--- src/rtl/ped_pkg.sv ---
//==============================================================================
// Module      : ped_pkg
// Description : Shared state encoding and default timing constants for the
//               pedestrian-request transmitter.
// Revision    : 1.0 - initial release
//==============================================================================
`default_nettype none

package ped_pkg;

    typedef enum logic [1:0] {
        IDLE    = 2'd0,
        PENDING = 2'd1,
        SERVED  = 2'd2,
        LOCKOUT = 2'd3
    } ped_state_t;

    localparam int COUNT_TO               = 12000000;     // ticks per second
    localparam int DEFAULT_DEBOUNCE_TICKS = COUNT_TO / 50; // 20 ms
    localparam int DEFAULT_LOCKOUT_TICKS  = COUNT_TO * 2;  // 2 s
    localparam int DEFAULT_TIMEOUT_TICKS  = COUNT_TO * 60; // 60 s
    localparam int PRESS_CNT_W            = 16;

endpackage

`default_nettype wire

--- src/rtl/btn_debounce.sv ---
//==============================================================================
// Module      : btn_debounce
// Description : Two-flop synchroniser plus stability-counter debounce for an
//               active-low push-button; emits a one-cycle press strobe.
// Revision    : 1.0 - initial release
//==============================================================================
`default_nettype none

module btn_debounce
    import ped_pkg::*;
#(
    parameter int DEBOUNCE_TICKS = DEFAULT_DEBOUNCE_TICKS
) (
    input  logic clk,
    input  logic reset,
    input  logic btn_raw,
    output logic level,
    output logic press
);

    localparam int                 c_CNT_W = $clog2(DEBOUNCE_TICKS + 1);
    localparam logic [c_CNT_W-1:0] c_LAST  = c_CNT_W'(DEBOUNCE_TICKS - 1);

    logic               r_sync1;
    logic               r_sync2;
    logic               r_level;
    logic [c_CNT_W-1:0] r_cnt;
    logic               w_settle;

    assign w_settle = (r_sync2 != r_level) && (r_cnt == c_LAST);

    always_ff @(posedge clk or negedge reset) begin
        if (!reset) begin
            r_sync1 <= 1'b1;
            r_sync2 <= 1'b1;
            r_level <= 1'b1;
            r_cnt   <= '0;
        end else begin
            r_sync1 <= btn_raw;
            r_sync2 <= r_sync1;
            if (r_sync2 == r_level) begin
                r_cnt <= '0;
            end else if (w_settle) begin
                r_level <= r_sync2;
                r_cnt   <= '0;
            end else begin
                r_cnt <= r_cnt + 1'b1;
            end
        end
    end

    // Strobe is asserted in the cycle whose closing edge commits the 1->0 level
    // change, so the caller can register its reaction on that same edge.
    assign level = r_level;
    assign press = w_settle & ~r_sync2;

endmodule

`default_nettype wire

--- src/rtl/ped_request_tx.sv ---
//==============================================================================
// Module      : ped_request_tx
// Description : Pedestrian-request transmitter: debounced button to held
//               active-low request, released on pedestrian green, then lockout.
//               Optional pending-request timeout enabled by REQ_TIMEOUT_EN.
// Revision    : 1.0 - initial release
//==============================================================================
`default_nettype none

module ped_request_tx
    import ped_pkg::*;
#(
    parameter int DEBOUNCE_TICKS = DEFAULT_DEBOUNCE_TICKS,
    parameter int LOCKOUT_TICKS  = DEFAULT_LOCKOUT_TICKS,
    parameter int TIMEOUT_TICKS  = DEFAULT_TIMEOUT_TICKS
) (
    input  logic                   clk,
    input  logic                   reset,
    input  logic                   btn_raw,
    input  logic                   green_p,
    output logic                   buton,
    output logic                   req_pending,
    output logic [PRESS_CNT_W-1:0] press_count,
    output logic                   timeout_pulse
);

    localparam int                  c_LOCK_W    = $clog2(LOCKOUT_TICKS + 1);
    localparam logic [c_LOCK_W-1:0] c_LOCK_LAST = c_LOCK_W'(LOCKOUT_TICKS - 1);

    ped_state_t             r_state, w_state_next;
    logic                   r_buton, w_buton_next;
    logic                   r_req, w_req_next;
    logic [PRESS_CNT_W-1:0] r_press_count, w_press_count_next;
    logic [c_LOCK_W-1:0]    r_lock_cnt, w_lock_cnt_next;
    logic                   r_green_prev;
    logic                   w_green_fall;
    logic                   w_press;
    logic                   w_level;
    logic                   w_unused;

`ifdef REQ_TIMEOUT_EN
    localparam int                 c_TMO_W    = $clog2(TIMEOUT_TICKS + 1);
    localparam logic [c_TMO_W-1:0] c_TMO_LAST = c_TMO_W'(TIMEOUT_TICKS - 1);

    logic [c_TMO_W-1:0] r_tmo_cnt, w_tmo_cnt_next;
    logic               r_tmo_pulse, w_tmo_pulse_next;
`endif

    btn_debounce #(
        .DEBOUNCE_TICKS (DEBOUNCE_TICKS)
    ) u_debounce (
        .clk     (clk),
        .reset   (reset),
        .btn_raw (btn_raw),
        .level   (w_level),
        .press   (w_press)
    );

    assign w_green_fall = ~green_p & r_green_prev;
    assign w_unused     = ^{w_level, TIMEOUT_TICKS[0]};

    always_ff @(posedge clk or negedge reset) begin
        if (!reset) begin
            r_state       <= IDLE;
            r_buton       <= 1'b1;
            r_req         <= 1'b0;
            r_press_count <= '0;
            r_lock_cnt    <= '0;
            r_green_prev  <= 1'b0;
        end else begin
            r_state       <= w_state_next;
            r_buton       <= w_buton_next;
            r_req         <= w_req_next;
            r_press_count <= w_press_count_next;
            r_lock_cnt    <= w_lock_cnt_next;
            r_green_prev  <= green_p;
        end
    end

    always_comb begin
        w_state_next       = r_state;
        w_buton_next       = r_buton;
        w_req_next         = r_req;
        w_press_count_next = r_press_count;
        w_lock_cnt_next    = r_lock_cnt;
`ifdef REQ_TIMEOUT_EN
        w_tmo_cnt_next     = '0;
        w_tmo_pulse_next   = 1'b0;
`endif
        case (r_state)
            IDLE: begin
                if (w_press) begin
                    w_state_next = PENDING;
                    w_buton_next = 1'b0;
                    w_req_next   = 1'b1;
                    if (r_press_count != '1) begin
                        w_press_count_next = r_press_count + 1'b1;
                    end
                end
            end
            PENDING: begin
                // Level test so a green already lit on entry serves at once;
                // also gives service priority over a coincident timeout.
                if (green_p) begin
                    w_state_next = SERVED;
                    w_buton_next = 1'b1;
                    w_req_next   = 1'b0;
                end
`ifdef REQ_TIMEOUT_EN
                else if (r_tmo_cnt == c_TMO_LAST) begin
                    w_state_next     = IDLE;
                    w_buton_next     = 1'b1;
                    w_req_next       = 1'b0;
                    w_tmo_pulse_next = 1'b1;
                end else begin
                    w_tmo_cnt_next = r_tmo_cnt + 1'b1;
                end
`endif
            end
            SERVED: begin
                if (w_green_fall) begin
                    w_state_next    = LOCKOUT;
                    w_lock_cnt_next = '0;
                end
            end
            LOCKOUT: begin
                if (r_lock_cnt == c_LOCK_LAST) begin
                    w_state_next = IDLE;
                end else begin
                    w_lock_cnt_next = r_lock_cnt + 1'b1;
                end
            end
            default: begin
                w_state_next = IDLE;
            end
        endcase
    end

`ifdef REQ_TIMEOUT_EN
    always_ff @(posedge clk or negedge reset) begin
        if (!reset) begin
            r_tmo_cnt   <= '0;
            r_tmo_pulse <= 1'b0;
        end else begin
            r_tmo_cnt   <= w_tmo_cnt_next;
            r_tmo_pulse <= w_tmo_pulse_next;
        end
    end

    assign timeout_pulse = r_tmo_pulse;
`else
    assign timeout_pulse = 1'b0;
`endif

    assign buton       = r_buton;
    assign req_pending = r_req;
    assign press_count = r_press_count;

endmodule

`default_nettype wire
--- config.mk ---
export PLATFORM = sky130hd
export DESIGN_NAME = ped_request_tx
export DESIGN_NICKNAME = d
export VERILOG_FILES = /design/src/rtl/ped_pkg.sv /design/src/rtl/btn_debounce.sv /design/src/rtl/ped_request_tx.sv
export SDC_FILE = /design/constraint.sdc
export NUM_CORES = 1
export LEC_CHECK = 0
export BUFFER_PORTS_ARGS = -buffer_cell sky130_fd_sc_hd__buf_4
export CORE_MARGIN = 2
export CORE_UTILIZATION = 47
export DETAILED_ROUTE_END_ITERATION = 10
export GPL_ROUTABILITY_DRIVEN = 0
export SYNTH_ARGS = -nofsm -noshare
export SYNTH_HDL_FRONTEND = slang
export SYNTH_SLANG_ARGS = --single-unit
--- constraint.sdc ---
create_clock -name clk -period 7.26 [get_ports clk]
set_input_delay 0.363 -clock clk [delete_from_list [all_inputs] [get_ports clk]]
set_output_delay 0.363 -clock clk [all_outputs]
set_load 0.1 [all_outputs]
==> results.env <==
SYNTH_TO_FINAL_AREA_CHANGE_PCT=13.7
DRT_ITER0_MARKERS=118
POST_SYNTH.CELL_AREA_AVG_UM2=10.0
FINAL_LAYOUT_SIZE_SUFFIX_GT1_SHARE_PCT=17.4
MET1_LAYER_USAGE_REPORTED_BY_GLOBAL_ROUTE_PCT=25.7
SYNTH-EDFF-COUNT=0
NETLIST_AREA_MM2=0.00356
FIN_CRIT_SH_PCT=39.4
SEQUENTIAL_CELL_AREA_MM2=0.00168
WIRE_LENGTH_OF_THE_FIRST_GLOBAL_ROUTING_PASS_MM=12.4
ROUTING_USAGE_ON_MET2_PCT=28.6
VIAS_PER_CELL=5.41
FLOORPLAN.DIE.WIDTH_UM=91.1
MIN_PATH_TYPE='in -> async'
WORSTSETUPPATHTYPE='reg -> reg'
NUM_ANTENNA_CELLS=0
HEADROOM_TO_THE_MAX_SLEW_LIMIT_PCT=33.3
CRIT_FANOUT=16
FIRST_PASS_ITERS=4
LAYER_WITH_THE_HIGHEST_USAGE_AFTER_GLOBAL_ROUTING='met2'
FLOORPLAN.INITIALDENSITY_PCT=48.9
SHARE_OF_THE_SYNTHESIZED_NETLIST_AREA_TAKEN_BY_XOR_AND_XNOR_GATES_PCT=9.59
CORE_REGION_AREA_MM2=0.00729
HTREEDEPTH=3
TIMING.REG2REG.SETUP_SLACK_NS=4.40
DETAILEDPLACEMENTHPWL_MM=4.70
RSZ0062_AT_GRT='no'
SYNTH_CELL_TYPES=50
SYNTHDOMINANTCELLAREASHARE_PCT=44.2
CTS_ROOT_BUF='clkbuf_8'
DRC_ERRORS=0
SYNTH-COMPOUND-AREA-SHARE_PCT=6.29
WORST_R2R_ENDPOINT='press_count[1]'
CTS_MADE_BUFFERS=9
FINALNONFILLERCELLS=483
POST_CTS.RESIZED_INSTANCES=0
FINAL.MIN_CLOCK_PERIOD_NS=2.86
CAP_VIOL_MAX_COUNT=0
YOSYS.AREA_SHARE.ADDER_PCT=2.81
FP-ROW-COUNT=31
WL_PER_CELL_UM=14.4
FINAL.FILL_COUNT=677
FIRST_GLOBAL_VIAS=2612
MAPPEDNETLISTNETS=368
TIMING.CLOCK.SKEW_NS=0.00857
REG2REGPATHDEPTH=6
CP.REQUIRED_NS=7.50
MULTI_INPUT_COMB_AREA_MM2=0.00179
DIEAREA_MM2=0.00829
LAYOUT_COMMON_CELLS='63 x dfrtp_1, 36 x nor2_1, 32 x nand2_1'
USE_MET3_PCT=4.32
YOSYS_WARNINGS=0
GR-USAGE-ALL-LAYERS_PCT=18.5
POSTCTSSETUPREPAIRBUFS=0
TIMING.FINAL.HOLD_VIOLATIONS=0
SETUP-TNS-FINAL_NS=0
WORSTSKEWPAIRLATENCY_NS=0.35
MAIN_COMBINATIONAL_CELL_FAMILY_BY_AREA_AFTER_SYNTHESIS='simple AND/OR/NAND/NOR gates'
VIAS=2613
DPL.CELL_COUNT=467
RUN_STATUS='completed'
ARRIVAL_NS=3.10
SETUP.WORST_PATH.END_CLASS='flip-flop'
POST_SYNTH_MAIN_AREA_CONTRIBUTORS='dfrtp_1 44%, xor2_1 4.9%, xnor2_1 4.7%'
HIGHEST_ACHIEVABLE_CLOCK_RATE_MHz=349
WORSTSETUPSTARTPOINTTYPE='flip-flop'
TIGHTEST_SLEW_NS=0.997
SYNTH_TOP_AREA_CELL='dfrtp_1'
YOSYS.AREA_SHARE.SIMPLE_PCT=28.6
LARGEST_NET_DEGREE_AT_THE_START_OF_GLOBAL_ROUTING=68
OVERFLOW_LEFT_AFTER_GLOBAL_ROUTING=0
POSTSYNTHREGISTERBITS=67
TRITONCTS='yes'
REPORT.FINAL.SETUP_VIOL=0
SYNTH.AREA.MUX_SHARE_PCT=2.67
NUM-NETS-FINAL=391
YS_SEQ_AREA_SHARE_PCT=47.2
CLKTRANSATPATHREGS_NS=0.08
PORTBUFFERS=21
SYNTH_TOP_FLOP_CELL='dfrtp_1'
TOTALWIRELENGTH_MM=6.94
DIE_HEIGHT_UM=91.1
SYNTH-ASYNC-RESET-RATIO_PCT=100
CLOCK_TREE_BUF_DEPTH=2
LAYOUT_COMMONEST_CELL='dfrtp_1'
NUMBER_OF_ANTENNA_VIOLATIONS_AT_THE_FIRST_CHECK_IN_GLOBAL_ROUTING=0
CLOCK_SINKS=67
WORST_IR_DROP_VDD_uV=287
HOLD_BUFFERS=0
POWER_LEAKAGE_uW=0.00176
P_PER_AREA_mW_PER_MM2=253
ROUTE.ANTENNA.REMAINING_NETS=0
TIMING.RR.START='u_debounce.r_cnt[0]'
I_O_PINS=23
SYNTH_CELLS=356
DRV_SLEW=0
[worst max-delay path: stages, from the launching register on]
cell and delay, ns:
dfrtp_1 0.41, ha_1 0.22, nand2_1 0.11, or4_4 0.49, or4_1 0.85, nor2_1 0.31
mux2_2 0.36
[through the flow]
stage | power, uW | utilization (%) | hold slack [ns] | instance area [um2] | setup slack, ns
detailed placement | 641 | 52.1 | 0.350 | 3800 | 4.37
global route | 1070 | 55.5 | 0.115 | 4050 | 4.24
finish | 1020 | 55.5 | 0.100 | 4050 | 4.40
CTS | 1030 | 55.5 | 0.119 | 4050 | 4.37
global placement | 636 | 52.1 | 0.353 | 3800 | 4.45
floorplan | 588 | - | 0.0674 | 3560 | 4.63
[worst max-delay path by stage]
stage | start | to | slack (ns)
final | u_debounce.r_cnt[0] | press_count[1] | 4.40
after global routing | u_debounce.r_cnt[0] | press_count[1] | 4.24
after CTS | u_debounce.r_cnt[0] | press_count[1] | 4.37
after detailed placement | u_debounce.r_cnt[0] | press_count[1] | 4.37
after global placement | u_debounce.r_cnt[0] | press_count[1] | 4.45
after floorplan | press_count[3] | press_count[1] | 4.63
[layer usage]
metal / share of wire [%] / up-vias
met5: 0 / -
met4: 0.76 / 0
met3: 2.9 / 4
met2: 46 / 27
met1: 50 / 1272
li1: - / 1310
[sequential cells by signal, indices dropped and copies added, names as in the netlist, 2 cells and up]
name	flops
r_state	2
u_debounce.r_cnt	18
r_lock_cnt	25
press_count	16
[synth_stat cells (6+ instances only)]
cell type and count:
dfrtp_1 63, or4_1 10, nand4_1 9, a21oi_1 14, nor3_1 11, inv_1 11
ha_1 8, nand2_1 32, nor2_1 36, nor3_2 6, and3_1 6, xnor2_1 19
and4_1 8, nand3_1 17, clkbuf_1 7, o21ai_0 9, or3_1 7, xor2_1 20
[layout make-up]
class                           instances  share of cell area, %
Tap cell                               99                   3.06
Multi-Input combinational cell        268                   44.2
Clock inverter                          6                   2.75
Timing Repair Buffer                   22                   4.08
Clock buffer                           10                   3.40
Sequential cell                        67                   41.5
Inverter                               11                   1.02
[kinds of logic after synthesis]
kind of cell | Yosys count
compound gates | 36
xor+xnor | 39
fa+ha+maj | 8
buf+inv | 21
flops | 67
mux | 9
other cells | 1
simple gates | 175
[where the power goes]
part	leakage, uW	switching (uW)	internal (uW)	total [uW]
sequential	0.000906	24.4	402	426
combinational	0.000733	137	68.7	206
clock	0.000123	153	238	391
total	0.00176	315	709	1020
No activity file was read; power rests on OpenSTA's default activity.
